`config.mk`:
```
export PLATFORM = sky130hd
export DESIGN_NAME = mmio_responder
export DESIGN_NICKNAME = d
export VERILOG_FILES = /design/src/rtl/riscv_pkg.sv /design/src/rtl/mmio_tx_fifo.sv /design/src/rtl/mmio_responder.sv
export SDC_FILE = /design/constraint.sdc
export NUM_CORES = 1
export LEC_CHECK = 0
export ABC_CLOCK_PERIOD_IN_PS = 4300
export CAP_MARGIN = 15
export CORE_UTILIZATION = 54
export DETAILED_ROUTE_END_ITERATION = 10
export PLACE_DENSITY = 0.8
export SKIP_LAST_GASP = 1
export SLEW_MARGIN = 15
export SYNTH_ARGS = -nofsm -noshare
export SYNTH_HDL_FRONTEND = slang
export SYNTH_SLANG_ARGS = --single-unit
```
`constraint.sdc`:
```
create_clock -name i_clk -period 4.3 [get_ports i_clk]
set_clock_uncertainty 0.1 [all_clocks]
set_input_delay 0.86 -clock i_clk [delete_from_list [all_inputs] [get_ports i_clk]]
set_output_delay 0.86 -clock i_clk [all_outputs]
set_load 0.02 [all_outputs]
```
`src/rtl/riscv_pkg.sv`:
```
// ============================================================================
// Module : riscv_pkg
// Brief  : Shared MMIO register map, STATUS bit indices and helper functions.
// Rev    : 1.0
// ============================================================================
`default_nettype none

package riscv_pkg;

    typedef enum logic [3:0] {
        MMIO_UART_TX     = 4'd0,
        MMIO_STATUS      = 4'd1,
        MMIO_MTIME_LO    = 4'd2,
        MMIO_MTIME_HI    = 4'd3,
        MMIO_MTIMECMP_LO = 4'd4,
        MMIO_MTIMECMP_HI = 4'd5,
        MMIO_MSIP        = 4'd6,
        MMIO_TX_LEVEL    = 4'd7,
        MMIO_SCRATCH0    = 4'd8,
        MMIO_SCRATCH1    = 4'd9
    } mmio_reg_e;

    localparam int STATUS_HALF_BIT  = 1;
    localparam int STATUS_OVF_BIT   = 2;
    localparam int STATUS_EMPTY_BIT = 3;
    localparam int STATUS_FULL_BIT  = 4;

    localparam logic [63:0] MTIMECMP_RST = 64'hFFFF_FFFF_FFFF_FFFF;

    function automatic logic [31:0] be_merge(input logic [31:0] old_v,
                                             input logic [31:0] new_v,
                                             input logic [3:0]  be);
        logic [31:0] merged;
        for (int b = 0; b < 4; b++) begin
            merged[b*8 +: 8] = be[b] ? new_v[b*8 +: 8] : old_v[b*8 +: 8];
        end
        return merged;
    endfunction

endpackage

`default_nettype wire

```
`src/rtl/mmio_tx_fifo.sv`:
```
// ============================================================================
// Module : mmio_tx_fifo
// Brief  : Synchronous FIFO; a pop frees a slot for a same-cycle push when full.
// Rev    : 1.0
// ============================================================================
`default_nettype none

module mmio_tx_fifo #(
    parameter  int DEPTH = 8,
    parameter  int WIDTH = 8,
    localparam int AW    = $clog2(DEPTH),
    localparam int CW    = AW + 1
) (
    input  logic             i_clk,
    input  logic             i_rst,
    input  logic             i_push,
    input  logic [WIDTH-1:0] i_data,
    input  logic             i_pop,
    output logic [WIDTH-1:0] o_data,
    output logic             o_full,
    output logic             o_empty,
    output logic [CW-1:0]    o_count,
    output logic             o_drop
);

    logic [WIDTH-1:0] mem_q [DEPTH];
    logic [AW-1:0]    wr_ptr_q, wr_ptr_d;
    logic [AW-1:0]    rd_ptr_q, rd_ptr_d;
    logic [CW-1:0]    count_q, count_d;
    logic             push_ok;
    logic             pop_ok;

    assign o_full  = (count_q == CW'(DEPTH));
    assign o_empty = (count_q == '0);
    assign o_count = count_q;
    assign o_data  = mem_q[rd_ptr_q];

    assign pop_ok  = i_pop & ~o_empty;
    assign push_ok = i_push & (~o_full | pop_ok);
    assign o_drop  = i_push & ~push_ok;

    // Power-of-two depth lets the pointers wrap by plain overflow.
    always_comb begin
        wr_ptr_d = wr_ptr_q;
        rd_ptr_d = rd_ptr_q;
        count_d  = count_q + CW'(push_ok) - CW'(pop_ok);
        if (push_ok) wr_ptr_d = wr_ptr_q + AW'(1);
        if (pop_ok)  rd_ptr_d = rd_ptr_q + AW'(1);
    end

    always_ff @(posedge i_clk) begin
        if (i_rst) begin
            wr_ptr_q <= '0;
            rd_ptr_q <= '0;
            count_q  <= '0;
        end else begin
            wr_ptr_q <= wr_ptr_d;
            rd_ptr_q <= rd_ptr_d;
            count_q  <= count_d;
        end
    end

    always_ff @(posedge i_clk) begin
        if (push_ok) mem_q[wr_ptr_q] <= i_data;
    end

endmodule

`default_nettype wire

```
`src/rtl/mmio_responder.sv`:
```
// ============================================================================
// Module : mmio_responder
// Brief  : MMIO window responder: UART TX FIFO, machine timer, scratch regs.
//          Define MMIO_TIMER_EN to build the mtime/mtimecmp timer and IRQ.
// Rev    : 1.0
// ============================================================================
`default_nettype none

module mmio_responder
    import riscv_pkg::*;
#(
    parameter int          XLEN            = 32,
    parameter logic [31:0] MMIO_ADDR       = 32'h4000_0000,
    parameter logic [31:0] MMIO_SIZE_BYTES = 32'h28,
    parameter int          TX_FIFO_DEPTH   = 8
) (
    input  logic            i_clk,
    input  logic            i_rst,
    input  logic [XLEN-1:0] i_addr,
    input  logic            i_rd_en,
    input  logic            i_wr_en,
    input  logic [3:0]      i_byte_en,
    input  logic [XLEN-1:0] i_wr_data,
    output logic [XLEN-1:0] o_rd_data,
    output logic [7:0]      o_uart_tx_data,
    output logic            o_uart_tx_valid,
    input  logic            i_uart_tx_ready,
    output logic            o_timer_irq
);

    localparam int CW = $clog2(TX_FIFO_DEPTH) + 1;

    logic [XLEN-1:0] addr_off;
    logic            hit;
    logic            wr_hit;
    mmio_reg_e       reg_sel;

    logic            fifo_push, fifo_full, fifo_empty, fifo_drop;
    logic [CW-1:0]   fifo_count;

    logic [XLEN-1:0] rd_mux;
    logic [XLEN-1:0] status_word;
    logic [63:0]     mtime_rd, mtimecmp_rd;

    logic [XLEN-1:0] rd_data_q, rd_data_d;
    logic            ovf_q, ovf_d;
    logic            msip_q, msip_d;
    logic [XLEN-1:0] scratch0_q, scratch0_d;
    logic [XLEN-1:0] scratch1_q, scratch1_d;

    // Unsigned offset compare covers both window bounds in one test.
    assign addr_off = i_addr - MMIO_ADDR;
    assign hit      = (addr_off < MMIO_SIZE_BYTES);
    assign reg_sel  = mmio_reg_e'(addr_off[5:2]);
    assign wr_hit   = i_wr_en & hit;

    assign fifo_push = wr_hit & (reg_sel == MMIO_UART_TX) & i_byte_en[0];

    mmio_tx_fifo #(
        .DEPTH (TX_FIFO_DEPTH),
        .WIDTH (8)
    ) u_tx_fifo (
        .i_clk   (i_clk),
        .i_rst   (i_rst),
        .i_push  (fifo_push),
        .i_data  (i_wr_data[7:0]),
        .i_pop   (i_uart_tx_ready),
        .o_data  (o_uart_tx_data),
        .o_full  (fifo_full),
        .o_empty (fifo_empty),
        .o_count (fifo_count),
        .o_drop  (fifo_drop)
    );

    assign o_uart_tx_valid = ~fifo_empty;

`ifdef MMIO_TIMER_EN
    logic [63:0] mtime_q, mtime_d;
    logic [63:0] mtimecmp_q, mtimecmp_d;
    logic        irq_q;

    // Writing either half freezes the whole counter for that cycle.
    always_comb begin
        mtime_d    = mtime_q + 64'd1;
        mtimecmp_d = mtimecmp_q;
        if (wr_hit) begin
            case (reg_sel)
                MMIO_MTIME_LO:    mtime_d = {mtime_q[63:32],
                                             be_merge(mtime_q[31:0], i_wr_data, i_byte_en)};
                MMIO_MTIME_HI:    mtime_d = {be_merge(mtime_q[63:32], i_wr_data, i_byte_en),
                                             mtime_q[31:0]};
                MMIO_MTIMECMP_LO: mtimecmp_d = {mtimecmp_q[63:32],
                                                be_merge(mtimecmp_q[31:0], i_wr_data, i_byte_en)};
                MMIO_MTIMECMP_HI: mtimecmp_d = {be_merge(mtimecmp_q[63:32], i_wr_data, i_byte_en),
                                                mtimecmp_q[31:0]};
                default: ;
            endcase
        end
    end

    always_ff @(posedge i_clk) begin
        if (i_rst) begin
            mtime_q    <= '0;
            mtimecmp_q <= MTIMECMP_RST;
            irq_q      <= 1'b0;
        end else begin
            mtime_q    <= mtime_d;
            mtimecmp_q <= mtimecmp_d;
            irq_q      <= (mtime_q >= mtimecmp_q);
        end
    end

    assign mtime_rd    = mtime_q;
    assign mtimecmp_rd = mtimecmp_q;
    assign o_timer_irq = irq_q;
`else
    assign mtime_rd    = '0;
    assign mtimecmp_rd = '0;
    assign o_timer_irq = 1'b0;
`endif

    always_comb begin
        status_word                   = '0;
        status_word[STATUS_FULL_BIT]  = fifo_full;
        status_word[STATUS_EMPTY_BIT] = fifo_empty;
        status_word[STATUS_OVF_BIT]   = ovf_q;
        status_word[STATUS_HALF_BIT]  = (fifo_count >= CW'(TX_FIFO_DEPTH / 2));
    end

    always_comb begin
        rd_mux = '0;
        case (reg_sel)
            MMIO_STATUS:      rd_mux = status_word;
            MMIO_MTIME_LO:    rd_mux = mtime_rd[31:0];
            MMIO_MTIME_HI:    rd_mux = mtime_rd[63:32];
            MMIO_MTIMECMP_LO: rd_mux = mtimecmp_rd[31:0];
            MMIO_MTIMECMP_HI: rd_mux = mtimecmp_rd[63:32];
            MMIO_MSIP:        rd_mux = {{(XLEN-1){1'b0}}, msip_q};
            MMIO_TX_LEVEL:    rd_mux = {{(XLEN-CW){1'b0}}, fifo_count};
            MMIO_SCRATCH0:    rd_mux = scratch0_q;
            MMIO_SCRATCH1:    rd_mux = scratch1_q;
            default:          rd_mux = '0;
        endcase
    end

    // Read data samples current state, so a same-cycle write is not visible.
    always_comb begin
        rd_data_d  = rd_data_q;
        ovf_d      = ovf_q;
        msip_d     = msip_q;
        scratch0_d = scratch0_q;
        scratch1_d = scratch1_q;

        if (i_rd_en) rd_data_d = hit ? rd_mux : '0;

        if (wr_hit) begin
            case (reg_sel)
                MMIO_STATUS:   if (i_byte_en[0] && i_wr_data[STATUS_OVF_BIT]) ovf_d = 1'b0;
                MMIO_MSIP:     if (i_byte_en[0]) msip_d = i_wr_data[0];
                MMIO_SCRATCH0: scratch0_d = be_merge(scratch0_q, i_wr_data, i_byte_en);
                MMIO_SCRATCH1: scratch1_d = be_merge(scratch1_q, i_wr_data, i_byte_en);
                default: ;
            endcase
        end

        if (fifo_drop) ovf_d = 1'b1;
    end

    always_ff @(posedge i_clk) begin
        if (i_rst) begin
            rd_data_q  <= '0;
            ovf_q      <= 1'b0;
            msip_q     <= 1'b0;
            scratch0_q <= '0;
            scratch1_q <= '0;
        end else begin
            rd_data_q  <= rd_data_d;
            ovf_q      <= ovf_d;
            msip_q     <= msip_d;
            scratch0_q <= scratch0_d;
            scratch1_q <= scratch1_d;
        end
    end

    assign o_rd_data = rd_data_q;

endmodule

`default_nettype wire
```
### Yosys cells after proc, flatten, opt, wreduce, memory -nomap -nowiden

Memories as Yosys holds them, arrays and structs flattened. A register that Yosys moved wholly into a read port is not among the register bits.
Cells that the tools add are included.

* $lt $le $gt $ge: 2
* reductions and logical operators: 16
* eq/ne operators: 6
* multiplexer cells: 10
* add/subtract/negate cells: 5
* bitwise operators: 10

Operators with widths (count)
* 32-bit one-hot mux with 5 select lines: 1
* 32-bit by 6-bit < comparator with 1-bit output, second input constant: 1
* 32-bit two-way mux: 1
* 32-bit by 31-bit subtractor with 32-bit output, second input constant: 1
* 3-bit AND reduction: 10
* 4-bit == test, second input constant: 3
* 4-bit by 3-bit == test with 1-bit output, second input constant: 2
* 4-bit zero test: 2
* 3-bit by 1-bit adder with 3-bit output, second input constant: 2
* 1-bit bitwise AND: 6
* 1-bit two-way mux: 6
* 3-bit two-way mux: 2
* 2-bit nonzero test: 3
* 4-bit by 1-bit adder with 4-bit output: 1
* 4-bit by 1-bit == test with 1-bit output, second input constant: 1
* 4-bit by 3-bit greater-or-equal comparator with 1-bit output, second input constant: 1
* 4-bit by 1-bit subtractor with 4-bit output: 1
* 1-bit inverter: 3
* 1-bit logical AND: 1
* 1-bit OR: 1

* output and inout port bits: 42
* memories kept: 1
* RAM bits: 64
* bits of input ports: 73
* flip-flop bits (word level): 108

Memories
* u_tx_fifo.mem_q: depth 8, bits a word 8, rd ports 1, clocked after Yosys merged registers in 1, wr ports 1, RTL line mmio_tx_fifo.sv:26 `logic [WIDTH-1:0] mem_q [DEPTH];`

### Longest topological paths before layout

* depth in word-level cells: 10
* gate-level depth with buffers: 13
* gate-level depth less buffers: 12

### By module

Synthesis repeated with hierarchy kept, for this count alone.

* cells, all modules: 635
* area total of the unflattened synthesis: 7594.8 sq um

By module, submodules not included
* mmio_responder: cells an instance 447, times used 1, area each 4396.7 sq um
* mmio_tx_fifo: cells an instance 188, times used 1, area each 3198.1 sq um

### Least setup slack after synthesis

OpenSTA, ideal clock, no wires.

* path type: input to register
* from: in i_addr[5]
* to: mem u_tx_fifo.mem_q[0][0], enable pin
* required time: 3.805 ns
* setup slack: 1.017 ns
* data arrival time: 2.788 ns
* buffers on the path: 2
* stages: 6
* setup time: 0.395 ns
* cell sequence: buf_2 nor4_2 o21ai_1 or3_1 buf_6 nor4_1

* longest elaborated chain between the ends: 8
* elaborated cells between the ends (all ways): 9
* those cells by class: add/sub (1); order compare (1); mux (2); bitwise (4); reduce/logical (1)

RTL lines
* start, declared: RTL line mmio_responder.sv:19 `input logic [XLEN-1:0] i_addr,`
* 32-bit by 31-bit subtractor with 32-bit output (*): RTL line mmio_responder.sv:52 `assign addr_off = i_addr - MMIO_ADDR;`
* 32-bit by 6-bit < comparator with 1-bit output: RTL line mmio_responder.sv:53 `assign hit = (addr_off < MMIO_SIZE_BYTES);`
* 1-bit bitwise AND: RTL line mmio_responder.sv:55 `assign wr_hit = i_wr_en & hit;`
* 1-bit bitwise AND (*) (2 in series): RTL line mmio_responder.sv:57 `assign fifo_push = wr_hit & (reg_sel == MMIO_UART_TX) & i_byte_en[0];`
* 1-bit bitwise AND (*): RTL line mmio_tx_fifo.sv:39 `assign push_ok = i_push & (~o_full | pop_ok);`
* 1-bit two-way mux (*): RTL line mmio_tx_fifo.sv:64 `if (push_ok) mem_q[wr_ptr_q] <= i_data;`
* 1-bit two-way mux (implied by the code) (*): RTL line mmio_tx_fifo.sv:64
* end, declared: RTL line mmio_tx_fifo.sv:26

Every way passes the cells marked *; elsewhere a longest branch is shown, timed or not.

==> flow_summary.yaml <==
setup_path:
  path_class: "flip-flop to primary output"
  cp.required_ps: 3340
  endpoint_kind: "primary output"
  startpoint_type: "flip-flop"
  critPathArrivalTime_ps: 2500
  cp_max_fo: 16
synth:
  synth_area_leader_cell: "dfxtp_1"
  synth.distinct_cells: 54
  syn_inst: 687
  yosys_warnings: 0
  netlist_area_um2: 7570
  synth-seq-cells: 175
  synth_commonest_cells: "dfxtp_1 (111), a21oi_1 (67), nand4_1 (67), o31ai_1 (66), edfxtp_1 (64)"
  synth_ff_type: "dfxtp_1"
  postSynthAreaPerCell_um2: 11.0
  synth-edff-count: 64
  synth_seq_area_share: 0.548
  async_flop_share: 0
  syn_nets: 770
  synth_most_common_cell: "dfxtp_1"
  synth_area_leaders: "dfxtp_1 (29%), edfxtp_1 (25%), o31ai_1 (6.5%), nand4_1 (5.5%), mux4_2 (4.8%)"
  synth.top_cell.area_share: 0.294
timing:
  tightestPinTransition_ps: 812
  fin_crit_ps: 3460
  timing.fmax_mhz: 289
  setup-tns-final_ps: 0
  max-slew-margin-rel: 0.459
  rsz0062_at_grt: "false"
  fin_crit_sh: 0.805
  setup_viol: 0
  hold_violations: 0
  maxSlewViolCount: 0
floorplan:
  start_util: 0.562
  core_um2: 13500
  dieArea_um2: 14500
  die_w_um: 120
  ios: 115
  rows: 42
  die_h_um: 120
flow_run:
  max_cap_violations: 0
detailed_routing:
  drc: 0
  ant_nets: 0
  wl_mm: 18.4
  wire_per_inst_um: 19.2
  firstDrtPassIters: 5
  routed-via-count: 6153
  viasPerCell: 6.44
  drt_iter0_drc: 736
power_and_ir_drop:
  p_sw_frac: 0.245
  irDropWorstVdd_v: 0.000253
  power.switching_mw: 0.933
  combPwrFrac: 0.167
  pwr-share-seq: 0.469
  p_clk_frac: 0.364
  p_int_mw: 2.88
  powerDensity_nw_per_um2: 409
  p_leak_nw: 2.90
finish:
  fillers: 992
  drive_above_1_share: 0.123
  post-route-cell-area_um2: 9320
  area_growth_pct: 23.1
  nNetsFinal: 850
  antennaDiodeCount: 0
clock_network:
  cts.sinks: 175
  hold_buffers: 0
  htreeDepth: 4
  clk_pin_slew_ps: 60
  cts_made_buffers: 17
  clk_latency_ps: 420
  postCtsSetupRepairBufs: 0
  clock_path_buffers: 2
  cts_tree: "yes"
  cts_root_buf: "clkbuf_16"
  cts_resized: 0
global_routing:
  grt_pass1_vias: 5974
  grt_max_degree: 77
  grt_util_all_layers: 0.262
  antenna_found_initial: 0
  overflow: 0
  grt_pass1_wl_mm: 29.6
min_path:
  hp-class: "flip-flop to flip-flop"
placed_design:
  portBuffers: 111
  hpwl_mm: 11.7
  placed_cell_area_um2: 8790
  place.gp.congestion: 0.838
outcome:
  status: "finished, final reports clean"
-- area by class of cell --
cell class	count	area, um^2	area share
clock buffer	26	494	0.0530
clock inverter	6	35.0	0.00376
inverter	13	50.0	0.00537
multi-input combinational	426	3080	0.331
sequential	175	4140	0.445
tap	176	220	0.0236
timing repair buffer	134	1290	0.139
-- registers in the layout, indices dropped and copies added (netlist names), named ones only --
signal,flops
u_tx_fifo.o_count,4
u_tx_fifo.rd_ptr_q,3
ovf_q,1
msip_q,1
scratch0_q,32
o_rd_data,32
u_tx_fifo.wr_ptr_q,3
u_tx_fifo.mem_q,64
scratch1_q,32
-- worst paths after layout --
path | end | slack, ps | startpoint | cells past startpoint
worst max-delay path | o_uart_tx_data[1] | 840 | flip-flop | 3
worst min-delay path | o_rd_data[17] | 350 | o_rd_data[17] | 2
worst max register to register | u_tx_fifo.o_count[2] | 1440 | u_tx_fifo.o_count[2] | 10
worst min register to register | o_rd_data[17] | 350 | o_rd_data[17] | 2
-- worst max-delay path, cell delays in order, from the launching register on --
cell	delay, ps
dfxtp_1	830
mux4_2	440
mux2_2	270
clkdlybuf4s50_1	530
-- power groups by stage --
| stage | Combinational (mW) | Sequential (mW) | Clock (mW) |
|---|---|---|---|
| floorplan | 0.436 | 1.80 | 0 |
| global placement | 0.620 | 1.82 | 0 |
| detailed placement | 0.639 | 1.82 | 0 |
| CTS | 0.645 | 1.79 | 1.40 |
| global route | 0.695 | 1.79 | 1.46 |
| finish | 0.637 | 1.79 | 1.39 |
-- per-stage QoR --
step	power [mW]	setup WS [ps]	instances	hold slack (ps)	util
floorplan	2.23	1020	687	335	-
global placement	2.44	615	924	340	0.653
detailed placement	2.46	563	924	343	0.653
CTS	3.83	788	956	351	0.693
global route	3.94	734	956	365	0.693
finish	3.81	840	956	349	0.693
-- cell families after synthesis --
group | synth area share
AND/OR/NAND/NOR | 0.139
XOR/XNOR | 0.00463
adder cells (fa/ha/maj) | 0.0175
other | 0.000496
multiplexers | 0.0663
AO/OA/AOI/OAI | 0.176
buffers and inverters | 0.0476
flip-flops | 0.548
-- layer usage --
layer  vias to the layer above  track usage  routed length (um)
met5                         -            0                   0
met4                         0        0.100                 410
met3                        41       0.0547                1290
met2                       308        0.451                9390
met1                      2978        0.323                7310
li1                       2826            -                   -
-- layout by cell type, fill, tap and decap left out, drive strengths merged, types with 10 or more instances in the layout --
| master | count |
|---|---|
| clkbuf | 26 |
| inv | 12 |
| edfxtp | 64 |
| nor2 | 11 |
| dfxtp | 111 |
| o31ai | 66 |
| nand3 | 11 |
| mux4 | 16 |
| buf | 24 |
| nor4 | 10 |
| nand4 | 68 |
| o21ai | 34 |
| a21oi | 67 |
| clkdlybuf4s50 | 110 |
| nand2 | 41 |
| a22oi | 29 |
(Power assumes the default switching activity.)
==> edit 1 (same flow settings) <==
One comparison of `count_q` changes from == to >=.
--- a/src/rtl/mmio_tx_fifo.sv
+++ b/src/rtl/mmio_tx_fifo.sv
@@ -30,7 +30,7 @@
     logic             push_ok;
     logic             pop_ok;
 
-    assign o_full  = (count_q == CW'(DEPTH));
+    assign o_full  = (count_q >= CW'(DEPTH));
     assign o_empty = (count_q == '0);
     assign o_count = count_q;
     assign o_data  = mem_q[rd_ptr_q];
Check against the original RTL: no difference found for any inputs over 4 cycles, from zero or initial values and one cycle with i_rst high; that may be too few to reach the edited logic, so the function may still have changed.
==> edit 1 against the unedited design <==
  * Cell area grew 0.74%
  * Critical endpoint is now u_tx_fifo.o_count[2]$_SDFF_PP0_
  * Final cell count grew 0.73%
  * Worst setup slack lost 0.044 ns
  * Sequential share of layout area shrank 0.33 points
  * Largest power group unchanged
  * Power grew 5.1%
  * Synthesized area grew 0.21%
  * Wire length grew 5.0%
  * Critical path type is now in -> reg
  * Sequential cell count is the same
==> edit 1: results (changes against the unedited design) <==
numCtsBuffers: 17  # unchanged
port_buffers: 111  # unchanged
drive_gt1_share_pct: 12.3  # +0.018 points
regToRegSetupSlack_ns: 1.56  # +0.12 ns
hpwl_um: 12500  # +7.2%
synth_common_cells: "dfxtp_1 (111), nand4_1 (67), a21oi_1 (66)"
cts_resized: 0  # unchanged
synth_cell_types: 55  # +1.9%
grt_pass1_wl_um: 30800  # +4.0%
synthAdderAreaFrac_pct: 1.75  # -0.0038 points
irDropWorstVdd_uv: 259  # +2.0%
ys_seq_area_share_pct: 54.7  # -0.12 points
switching_share_pct: 26.0  # +1.5 points
track_usage_pct: 27.4  # +1.2 points
worst_slew_pin_slew_ns: 0.861  # +0.0493 ns
grt_start_max_net_pins: 81  # +5.2%
crit_fanout: 9  # -7
worstHoldStart: "o_rd_data[30]$_SDFFE_PP0P_"
syn_area_per_cell_sq_um: 11.0  # -0.37%
synth_area_leaders: "dfxtp_1 (29%), edfxtp_1 (25%), o31ai_1 (6.4%), nand4_1 (5.5%), mux4_2 (4.8%)"
finalWirelength_um: 19300  # +5.0%
drt-initial-drc-count: 706  # -4.1%
hp-class: "reg -> reg"
final_net_count: 857  # +0.82%
dp_slack_ns: 0.437  # -0.125 ns
slew_viol_final: 0  # unchanged
dp.cells: 931  # +0.76%
ff2ff_path_depth: 10  # unchanged
grt_pass1_vias: 5985  # +0.18%
cts.clk_slew.worst_paths_ns: 0.06  # about the same
timing.rr.start: "u_tx_fifo.o_count[2]$_SDFF_PP0_"
outcome: "complete, no violations"
synthMuxAreaShare_pct: 6.96  # +0.33 points
clockRootBuffer: "clkbuf_16"
wire_per_inst_um: 20.1  # +4.2%
place_congestion: 0.822  # -1.8%
r2r_end: "u_tx_fifo.o_count[2]$_SDFF_PP0_"
synth_edf_count: 64  # unchanged
htree_num_levels: 4  # unchanged
syn_nets: 774  # +0.52%
synth_xor_area_share_pct: 0.462  # -0.00099 points
dr.pass1.iters: 5  # unchanged
diodes: 0  # unchanged
fin_hold_ws_ns: 0.363  # +0.0144 ns
fill_cells: 993  # +0.10%
holdPathEnd: "o_rd_data[30]$_SDFFE_PP0P_"
num_vias: 6232  # +1.3%
synth-compound-area-share_pct: 17.4  # -0.20 points
antenna_found_initial: 0  # unchanged
async_flop_share_pct: 0  # unchanged
p_leak_uw: 0.00297  # +2.5%
arrival_ns: 3.68  # +1.18 ns
[edit 1: cell count changes after synthesis, moves of 3 or more]
cell / delta
mux2i_1: -3
o21ai_1: -32
nor4_1: +3
or4_4: +3
buf_6: +3
clkbuf_1: +9
o21ai_0: +31
nor4_2: -6
mux2_2: +4
buf_1: -10
buf_2: -4
nand2b_1: +3
[edit 1: cell families after synthesis]
| logic type | after synthesis |
|---|---|
| AO/OA/AOI/OAI | 207 |
| XOR/XNOR | 4 |
| adder cells (fa/ha/maj) | 10 |
| buffers and inverters | 84 |
| flip-flops | 175 |
| multiplexers | 31 |
| other | 1 |
| AND/OR/NAND/NOR | 179 |
[edit 1: worst max-delay path by stage]
stage	endpoint	slack (ns)	depth (start not counted)	startpoint
global route	u_tx_fifo.o_count[2]$_SDFF_PP0_	0.66	10	i_addr[31]
global placement	u_tx_fifo.o_count[2]$_SDFF_PP0_	0.60	10	i_addr[26]
detailed placement	u_tx_fifo.o_count[2]$_SDFF_PP0_	0.44	10	i_addr[31]
CTS	o_uart_tx_data[2]	0.78	3	flop
finish	u_tx_fifo.o_count[2]$_SDFF_PP0_	0.80	10	i_addr[31]
floorplan	u_tx_fifo.mem_q[1][0]$_DFFE_PP_	0.85	4	i_addr[26]
[edit 1: routing by layer]
layer	up-vias	share of wire (%)	track usage [%]
li1	2843	-	-
met1	3038	40	33.8
met2	301	51	46.3
met3	50	6.7	5.66
met4	0	2.7	12.6
met5	-	0	0
[edit 1: worst max-delay path, stage by stage]
cell,delay [ns]
clkdlybuf4s50_1,0.42
or4_1,0.59
nor4_1,0.38
nand4b_1,0.44
inv_1,0.18
ha_1,0.18
inv_1,0.05
fa_1,0.37
xor2_1,0.15
nor2_1,0.06
[edit 1: power by group through the flow]
stage | combinational, uW | sequential (uW) | clock (uW)
finish | 673 | 1790 | 1540
CTS | 677 | 1790 | 1550
floorplan | 447 | 1800 | 0
global placement | 641 | 1820 | 0
global route | 724 | 1790 | 1620
detailed placement | 672 | 1830 | 0
[edit 1: final cells by class]
cell class	count	area [sq um]	share of cell area, %
sequential	175	4140	44.2
multi-input combinational	432	3100	33.0
timing repair buffer	136	1290	13.8
clock buffer	17	425	4.53
tap	176	220	2.35
clock inverter	15	159	1.69
inverter	12	45.0	0.480
[edit 1: per-stage QoR]
stage          cell area, sq um  util (%)  total power (uW)
4_1_cts                    9390      69.8              4020
3_5_place_dp               8800      65.4              2500
3_3_place_gp               8800      65.4              2470
6_report                   9390      69.8              4000
2_1_floorplan              7580         -              2250
5_1_grt                    9390      69.8              4140
==> edit 2 (same settings) <==
Without the edit above. The option `MMIO_TIMER_EN` is turned on by a define.
--- a/src/rtl/mmio_responder.sv
+++ b/src/rtl/mmio_responder.sv
@@ -5,6 +5,8 @@
 // Rev    : 1.0
 // ============================================================================
 `default_nettype none
+
+`define MMIO_TIMER_EN
 
 module mmio_responder
     import riscv_pkg::*;
Behaviour: not the same (Yosys sat finds a counterexample within 4 cycles, from zero or initial values and one cycle with i_rst high).
==> edit 2 against the unedited design <==
  * Count of clock-buffer cells in the layout increased by 19
  * Power increased by 71%
  * Wire length grew to 2.5 times the old value
  * Sequential cell count increased by 129
  * Synthesized area rose by 110%
  * Cell area rose by 95%
  * Register-to-register slack got worse by 0.12 ns
  * Worst setup slack worse by 0.16 ns
  * Highest routed layer unchanged
==> edit 2: results (changes against the unedited design) <==
grt_start_max_net_pins: 70  # -9.1%
routed_via_density: 6.33  # -1.7%
grtUsageMet3_pct: 4.55  # -0.92 points
numCtsBuffers: 31  # +14
setup.worst_path.end: "o_uart_tx_data[2]"
timing.rr.start: "mtime_q[10]$_SDFFE_PP0P_"
grt_pass1_wl_um: 74300  # +150%
worst_slew_pin_slew_ns: 1.04  # +0.228 ns
multi_input_comb_area_sq_um: 8210  # +170%
port_buffers: 112  # +0.90%
dr.pass1.iters: 6  # +1
track_usage_pct: 30.5  # +4.3 points
outcome: "complete, no violations"
comb.multi_input.count: 1298  # +200%
placed_area_sq_um: 17200  # +95%
met1_length_um: 19000  # +160%
grt_use_met2_pct: 52.3  # +7.2 points
syn_to_final_growth_pct: 15.8
dp.cells: 2223  # +140%
fin_hold_ws_ns: 0.353  # +0.00368 ns
ys_seq_area_share_pct: 42.8  # -12 points
synth_common_cells: "nand2_1 (284), dfxtp_1 (240), a21oi_1 (197)"
dp_slack_ns: 0.528  # -0.0346 ns
drive_gt1_share_pct: 7.80  # -4.5 points
regToRegSetupSlack_ns: 1.32  # -0.12 ns
dr_wl_met2_um: 22400  # +140%
die_x_um: 173  # +43%
ff2ff_path_depth: 6  # -4
inverters: 83  # +70
buf_share_pct: 7.88  # -6.0 points
irDropWorstVdd_uv: 299  # +18%
final_net_count: 2020  # +140%
arrival_ns: 2.65  # +0.15 ns
[edit 2: cell types whose count changed in the layout (fill, tap and decap cells not counted), sizes merged, moves of 56 or more]
cell and change:
nand2 +243, dfxtp +129, nor2 +118, a21oi +130
o211ai +66, o31ai -56, ha +65, inv +72
[edit 2: logic make-up after synthesis]
kind of cell               share of synthesized area [%]
and+or+nand+nor                                     21.8
AOI/OAI and AO/OA                                   18.5
DFF                                                 42.8
buffers and inverters                               5.08
adders and majority gates                           6.02
muxes                                               5.37
xor gates and xnor gates                           0.335
[edit 2: worst max-delay path: stages, from the launching register on]
cell,delay (ns)
dfxtp_1,0.81
mux4_2,0.44
mux2_2,0.28
clkdlybuf4s50_1,0.55
[edit 2: power breakdown]
group	internal, uW	leakage [uW]	switching, uW
registers	2940	0.00251	43.8
clock network	1580	0.000516	1140
logic	372	0.00404	418
total	4900	0.00707	1610
